===== config.mk =====
export PLATFORM = sky130hd
export DESIGN_NAME = ws2811_frame_sequencer
export DESIGN_NICKNAME = d
export VERILOG_FILES = /design/src/rtl/ws2811_pkg.sv /design/src/rtl/ws2811_latch_timer.sv /design/src/rtl/ws2811_frame_sequencer.sv
export SDC_FILE = /design/constraint.sdc
export NUM_CORES = 1
export LEC_CHECK = 0
export ABC_AREA = 1
export BUFFER_PORTS_ARGS = -buffer_cell sky130_fd_sc_hd__buf_2
export CORE_MARGIN = 2
export CORE_UTILIZATION = 45
export DETAILED_ROUTE_END_ITERATION = 8
export SYNTH_ARGS = -nofsm -noshare
export SYNTH_HDL_FRONTEND = slang
export SYNTH_HIERARCHICAL = 1
export SYNTH_SLANG_ARGS = --single-unit

===== constraint.sdc =====
create_clock -name CLKIN -period 2.29 [get_ports CLKIN]
set_input_delay 0.1145 -clock CLKIN [delete_from_list [all_inputs] [get_ports CLKIN]]
set_output_delay 0.1145 -clock CLKIN [all_outputs]
set_load 0.02 [all_outputs]

===== src/rtl/ws2811_pkg.sv =====
// ws2811_pkg: shared definitions for the WS2811 frame path.
//   state_t          frame sequencer states
//   BYTES_PER_PIXEL  G,R,B bytes per pixel
//   DEFAULT_*        default frame geometry and latch timing
//   cnt_width()      counter width for a given number of counts (minimum 1)
package ws2811_pkg;

  typedef enum logic [2:0] {
    ST_IDLE,
    ST_FETCH,
    ST_WAIT,
    ST_PRESENT,
    ST_LATCH
  } state_t;

  localparam int unsigned BYTES_PER_PIXEL      = 3;
  localparam int unsigned DEFAULT_NUM_PIXELS   = 16;
  localparam int unsigned DEFAULT_ADDR_W       = 8;
  localparam int unsigned DEFAULT_LATCH_CYCLES = 600;  // >= 50 us at 12 MHz

  function automatic int unsigned cnt_width(input int unsigned n);
    return (n > 1) ? $clog2(n) : 1;
  endfunction

endpackage


===== src/rtl/ws2811_latch_timer.sv =====
// ws2811_latch_timer: latch-gap down-counter.
//   clk, rst  clock, asynchronous active-high reset
//   load      loads LATCH_CYCLES-1 (takes priority over en)
//   en        decrements while the count is non-zero
//   count     current count
//   done      count is zero (the current cycle is the last of the gap)
module ws2811_latch_timer
  import ws2811_pkg::*;
#(
  parameter int unsigned LATCH_CYCLES = DEFAULT_LATCH_CYCLES,
  localparam int unsigned CNT_W = cnt_width(LATCH_CYCLES)
) (
  input  logic             clk,
  input  logic             rst,
  input  logic             load,
  input  logic             en,
  output logic [CNT_W-1:0] count,
  output logic             done
);

  localparam logic [CNT_W-1:0] LOAD_VAL = CNT_W'(LATCH_CYCLES - 1);

  always_ff @(posedge clk or posedge rst) begin
    if (rst) begin
      count <= '0;
    end else if (load) begin
      count <= LOAD_VAL;
    end else if (en && count != '0) begin
      count <= count - 1'b1;
    end
  end

  assign done = (count == '0);

endmodule


===== src/rtl/ws2811_frame_sequencer.sv =====
// ws2811_frame_sequencer: walks pixel RAM (G,R,B per pixel) and hands bytes to the
// WS2811 serializer over valid/ready, then holds the latch gap and pulses frame_done.
//   CLKIN, RESET  clock, asynchronous active-high reset
//   start         frame request, sampled only in IDLE
//   busy          high in every state except IDLE
//   frame_done    one-cycle pulse in the last latch-gap cycle
//   rd_en/rd_addr pixel RAM read strobe and byte address; rd_data valid 1 cycle later
//   byte_data/byte_valid/byte_ready  byte handshake to the serializer
//   latch         high for the whole latch gap
// Build option: WS2811_AUTO_REFRESH_EN -- the end of the latch gap restarts the frame
// at address 0 instead of returning to IDLE.
module ws2811_frame_sequencer
  import ws2811_pkg::*;
#(
  parameter int unsigned NUM_PIXELS   = DEFAULT_NUM_PIXELS,
  parameter int unsigned ADDR_W       = DEFAULT_ADDR_W,
  parameter int unsigned LATCH_CYCLES = DEFAULT_LATCH_CYCLES
) (
  input  logic              CLKIN,
  input  logic              RESET,
  input  logic              start,
  output logic              busy,
  output logic              frame_done,
  output logic              rd_en,
  output logic [ADDR_W-1:0] rd_addr,
  input  logic [7:0]        rd_data,
  output logic [7:0]        byte_data,
  output logic              byte_valid,
  input  logic              byte_ready,
  output logic              latch
);

  localparam int unsigned       CNT_W    = cnt_width(LATCH_CYCLES);
  localparam logic [ADDR_W-1:0] LAST_IDX = ADDR_W'(BYTES_PER_PIXEL * NUM_PIXELS - 1);

  state_t            state;
  logic [ADDR_W-1:0] idx;
  logic              last_byte;
  logic              tmr_load;
  logic              tmr_en;
  logic              tmr_done;
  logic [CNT_W-1:0]  tmr_count;

  assign last_byte = (idx == LAST_IDX);
  assign tmr_load  = (state == ST_PRESENT) && byte_ready && last_byte;
  assign tmr_en    = (state == ST_LATCH);

  ws2811_latch_timer #(
    .LATCH_CYCLES(LATCH_CYCLES)
  ) u_latch_timer (
    .clk  (CLKIN),
    .rst  (RESET),
    .load (tmr_load),
    .en   (tmr_en),
    .count(tmr_count),
    .done (tmr_done)
  );

  always_ff @(posedge CLKIN or posedge RESET) begin
    if (RESET) begin
      state      <= ST_IDLE;
      idx        <= '0;
      busy       <= 1'b0;
      frame_done <= 1'b0;
      rd_en      <= 1'b0;
      rd_addr    <= '0;
      byte_data  <= '0;
      byte_valid <= 1'b0;
      latch      <= 1'b0;
    end else begin
      frame_done <= 1'b0;
      case (state)
        ST_IDLE: begin
          if (start) begin
            state   <= ST_FETCH;
            busy    <= 1'b1;
            rd_en   <= 1'b1;
            rd_addr <= idx;
          end
        end
        ST_FETCH: begin
          state <= ST_WAIT;
          rd_en <= 1'b0;
        end
        ST_WAIT: begin
          state      <= ST_PRESENT;
          byte_data  <= rd_data;
          byte_valid <= 1'b1;
        end
        ST_PRESENT: begin
          if (byte_ready) begin
            byte_valid <= 1'b0;
            if (last_byte) begin
              state      <= ST_LATCH;
              latch      <= 1'b1;
              // frame_done is registered, so it is raised one edge ahead of the
              // last latch cycle; a one-cycle gap makes that the entry edge.
              frame_done <= (LATCH_CYCLES == 1);
            end else begin
              state   <= ST_FETCH;
              idx     <= idx + 1'b1;
              rd_en   <= 1'b1;
              rd_addr <= idx + 1'b1;
            end
          end
        end
        ST_LATCH: begin
          if (tmr_done) begin
            latch <= 1'b0;
            idx   <= '0;
`ifdef WS2811_AUTO_REFRESH_EN
            state   <= ST_FETCH;
            rd_en   <= 1'b1;
            rd_addr <= '0;
`else
            state <= ST_IDLE;
            busy  <= 1'b0;
`endif
          end else begin
            frame_done <= (tmr_count == CNT_W'(1));
          end
        end
        default: begin
          state      <= ST_IDLE;
          idx        <= '0;
          busy       <= 1'b0;
          rd_en      <= 1'b0;
          byte_valid <= 1'b0;
          latch      <= 1'b0;
        end
      endcase
    end
  end

endmodule

# After elaboration in Yosys (flattened, before gate mapping)
# Index checks and enable logic that the tools add are counted.
# W data, S select, Z words.
[totals]
inputBits = 12
output_inout_bits = 21
elab_cells = 72
ff_bits = 42
[classes]
add_sub_neg = 2
n_bitwise = 4
n_reduce_logical = 19
n_mux = 26
eq_ne = 11
[op_table]
columns = ["op", "n"]
rows = [
  ["$mux W8", 4],
  ["$pmux W8 S3", 1],
  ["$mux W10", 2],
  ["$pmux W8 S2", 1],
  ["$reduce_and A4 Y1", 4],
  ["$pmux W3 S5", 1],
  ["$mux W3", 4],
  ["$pmux W1 S3", 4],
  ["$eq A10 B1 Y1 const B", 1],
  ["$logic_not A10 Y1", 1],
  ["$ne A2 B2 Y1 const B", 5],
  ["$reduce_bool A10 Y1", 1],
  ["$sub A10 B1 Y10 const B", 1],
  ["$mux W1", 9],
  ["$reduce_or A3 Y1", 3],
  ["$add A8 B1 Y8 const B", 1],
  ["$eq A8 B6 Y1 const B", 1],
  ["$eq A3 B2 Y1 const B", 2],
  ["$reduce_and A3 Y1", 2],
  ["$not A1 Y1", 4],
  ["$reduce_bool A2 Y1", 2],
  ["$eq A3 B1 Y1 const B", 1],
  ["$eq A3 B3 Y1 const B", 1],
  ["$logic_and A1 B1 Y1", 3],
  ["3 further kinds", 3],
]

# Longest topological paths before layout
[logic_depth]
ltp_word = 4
mapped_depth = 12
depth_no_buf = 12

# Hierarchy
# Netlist, hierarchy kept.
[modules_own_cells]
columns = ["module", "area_per_inst_um2", "n_inst", "seq_area_each_um2", "cells_each"]
rows = [
  ["ws2811_frame_sequencer", 1692.9, 1, 800.8, 205],
  ["ws2811_latch_timer", 708.2, 1, 250.2, 99],
]

# Worst setup path before layout
# No wires, ideal clock.
[synth_timing]
path_type = "reg-to-reg"
start = "reg state[1]"
end = "reg u_latch_timer.count[2]"
synth_period_minus_slack_ns = 1.772
stages_incl_launch_ff = 11
n_path_buf = 2
setup_slack_ns = 0.518
required_ns = 2.216
arrival_time_ns = 1.698
cell_sequence = "dfrtp_1 nand2_2 nor2_4 buf_4 nand4_4 nor2_1 inv_1 clkbuf_1 nand3_1 nand2_1 o21ai_2"
[synth_between]
elab_chain_cells = 4
word_cells_on_any_way = 7
[synth_rtl]
columns = ["element", "line_no", "rtl"]
rows = [
  ["start: declaration", "ws2811_frame_sequencer.sv:36", "state_t state;"],
  ["start signal: assignment", "ws2811_frame_sequencer.sv:61", "state <= ST_IDLE;"],
  ["start signal: assignment", "ws2811_frame_sequencer.sv:75", "state <= ST_FETCH;"],
  ["start signal: assignment", "ws2811_frame_sequencer.sv:82", "state <= ST_WAIT;"],
  ["$eq A3 B2 Y1 (*)", "ws2811_frame_sequencer.sv:45", "assign tmr_load = (state == ST_PRESENT) && byte_ready && last_byte;"],
  ["$logic_and A1 B1 Y1 (*) (2 in a row)", "ws2811_frame_sequencer.sv:45", ""],
  ["net tmr_load", "ws2811_frame_sequencer.sv:39", "logic tmr_load;"],
  ["$mux W10 / $reduce_bool A2 Y1 (equally long branches)", "-", ""],
  ["end signal: assignment", "ws2811_latch_timer.sv:29", "count <= count - 1'b1;"],
  ["end: declaration", "ws2811_latch_timer.sv:17", "output logic [CNT_W-1:0] count,"],
]
# Mark *: on every way through the listed nets, which the timed path passes. The rest lies on a longest branch.
# A chain may end at the register's enable or synchronous reset.

# Final worst setup path
[layout_timing]
start = "reg u_latch_timer.count[0]"
end = "reg idx[2]"
[layout_between]
elab_chain_cells = 3
[layout_rtl]
columns = ["element", "line_no", "rtl"]
rows = [
  ["$logic_not A10 Y1", "ws2811_latch_timer.sv:33", "assign done = (count == '0);"],
  ["net tmr_done", "ws2811_frame_sequencer.sv:41", "logic tmr_done;"],
  ["$ne A2 B2 Y1 (no source line)", "-", ""],
  ["$reduce_and A4 Y1 (no source line)", "-", ""],
  ["end signal: assignment", "ws2811_frame_sequencer.sv:101", "idx <= idx + 1'b1;"],
  ["end: declaration", "ws2811_frame_sequencer.sv:37", "logic [ADDR_W-1:0] idx;"],
]
# The timed path passes the listed nets, and every way through them passes these cells.

==> metrics.txt <==
status=finished clean; CP arrival=2.18 ns; met2 wire len=between 2000 and 2500 um; CTS clk-pin slew, worst paths=0.09 ns; WL met3=136 um; largest family of logic cells by synthesized area=simple AND/OR/NAND/NOR gates; 1st-iter DRT viols=117; Avg Cell Area, Syn=7.898 um^2; Crit path largest cell delay=0.42 ns; Detailed Routing Iterations Pass 1=4; antenna cells=0; dominant cell type by area after synthesis=dfrtp_1; Post-Synthesis Cells=304; final setup TNS=0 ns; Final setup viols=0; Post-CTS Setup Bufs=0; Synth Warn #=6; H-tree depth=2; DR vias=1972; number of vias per cell=4.740; Clock Path Buffers=2; Layout Nets=360; CTS Buf Count=5; min Tclk post-route=1.953 ns; final cycle utilization of the critical path=85.27%; Antenna Nets Post-Route=0; met1 wire length=2487 um; Synth Area in Simple Gates=between 30% and 40%; sequential area share after synthesis=43.77%; post-CTS sizing=0; Routed WL per cell=12.22 um; wire length of the first global-routing pass=9032 um; Root Buffer=clkbuf_8; I/O pin total=33; Yosys top cell area share=a little over two fifths; CP most frequent cell=inv_1; Synth cell types=28; share of layout cells above drive strength 1=26.01%; synthesized netlist net count=around 320; Peak VDD IR=between 0.6 and 0.7 mV; Syn Std Cell Area=0.002401 mm^2; # rows=26; CTS tree=yes; Initial Util=46.71%; Die Height=77.05 um; slew margin rel.=66.22%; compound-cell area share of the yosys netlist=5.993%; unrepaired setup endpoints after global routing=no; MaxCap Viol Count=0; ys flop type=dfrtp_1; Power Density=918.5 mW/mm^2; commonest cells in the netlist=nand2_1 (95), dfrtp_1 (42), inv_1 (36); Clock Latency Late Sink=0.30 ns; CP startpoint kind=register; Post-CTS Hold Buffers=1; crit path kind=reg -> reg; Max Fclk=512.1 MHz; Synth Area in Adders=under 10%; CP cell instances=inv_1, ha_1, nand2_2, nor2_4, nand2_4, inv_1, nand3b_1, nand3_2, nor2_2, buf_4, nand2_1, o21ai_2; skew final=0.009320 ns; GRT Total Usage=19.01%; largest net degree at the start of global routing=33; grt ovf=0; Post-synth EDFFs=0; CORE AREA=0.005140 mm^2; most numerous cell in the Yosys netlist=nand2_1; DIE AREA=0.005936 mm^2; Slowest-stage cell, CP=dfrtp_1; gpl congestion=0.8725; initial antenna violation count=0; Post-Synth XOR/XNOR Area=0.3648%; min-delay worst type=in -> reg; residual DRC count=0; Critical Path RT=2.52 ns; port buffer count=32; Synth async-reset ratio=100.0%; die width=77.05 um; Hold WS=0.03479 ns; drt total wl=5082 um; Static Leak=1.495 nW; number of global-route vias before repair=1945; fin. max-slew vios=0; Synth Register Bits=42; highest routed layer=met4; crit end category=register; final hold vios=0; Critical Path Fanout Max=12; area delta synth->final=14.80%; mux contribution to synthesized area=3.752%; Area contributors post-synth=dfrtp_1 (44%), nand2_1 (15%), inv_1 (5.6%); clk sinks=42; Post-DP HPWL=3801 um; worst-margin pin slew=0.5062 ns
==> state kept, by name (all words and copies together) (netlist names) <==
register	flops
byte_data	8
busy	1
byte_valid	1
idx	8
rd_en	1
latch	1
rd_addr	8
frame_done	1
state	3
u_latch_timer/count	10
==> report_power, final <==
part           switching, mW  internal, mW  total [mW]
Sequential            0.0908         0.893       0.983
Combinational          0.682         0.368        1.05
Clock                  0.283         0.215       0.498
==> stage by stage <==
stage                     std cells  total power, mW  util, %  worst slack (ns)  instance area (um^2)
final                           416            2.532    53.63            0.3372                  2756
after global routing            416            2.726    53.63            0.1476                  2756
after CTS                       416            2.563    53.63            0.3320                  2756
after detailed placement        407            2.056    51.68            0.3577                  2656
after global placement          407            2.044    51.68            0.4189                  2656
after floorplan                 304            1.783        -            0.5181                  2401
==> cell usage in the layout, fill, tap and decap left out, types with 4 or more instances in the layout <==
master and instances:
nand3b_1 4, nor2_4 4, nand2_2 7, inv_1 36
nand3_1 25, nor2_1 29, mux2_2 8, buf_2 32
dfrtp_1 42, buf_4 4, o21ai_2 9, nand2_1 95
inv_2 6, o21ai_0 10, clkbuf_8 5
==> per-layer routing <==
metal	vias to the layer above	track usage, %
met3	2	4.118
li1	1041	-
met5	-	0
met1	904	25.26
met4	0	6.429
met2	25	30.88
==> cell families (layout without fill, tap and decap cells) <==
kind of cell	after synthesis	count (layout)
AND/OR/NAND/NOR	183	183
buffers and inverters	45	87
flip-flops	42	42
AO/OA/AOI/OAI	22	22
multiplexers	8	8
adder cells (fa/ha/maj)	3	3
XOR/XNOR	1	1
==> final timing paths <==
check / to / cells after the start / start / slack [ns]
setup / recovery: idx[2] / 12 / u_latch_timer/count[0] / 0.34
hold / removal: byte_data[7] / 2 / rd_data[7] / 0.03
setup reg to reg: idx[2] / 12 / u_latch_timer/count[0] / 0.34
hold reg to reg: rd_addr[0] / 2 / rd_addr[0] / 0.47
max in group asynchronous: rd_en / 4 / RESET / 1.53
min in group asynchronous: u_latch_timer/count[4] / 3 / RESET / 0.34
==> critical path, delay by kind of cell (launching register included) <==
kind                       cells  cell delay [ns]
adders and majority gates      1             0.24
buffers and inverters          3             0.37
and+or+nand+nor                7             0.81
AOI/OAI and AO/OA              1             0.06
DFF                            1             0.42
==> final cells by class <==
type	instances	area [um^2]
clock buffer	5	68.82
clock inverter	3	21.27
fill	540	2384
inverter	42	157.7
multi-input combinational	217	1170
sequential	42	1051
tap	70	87.58
timing repair buffer	37	200.2
(Power assumes the default switching activity.)
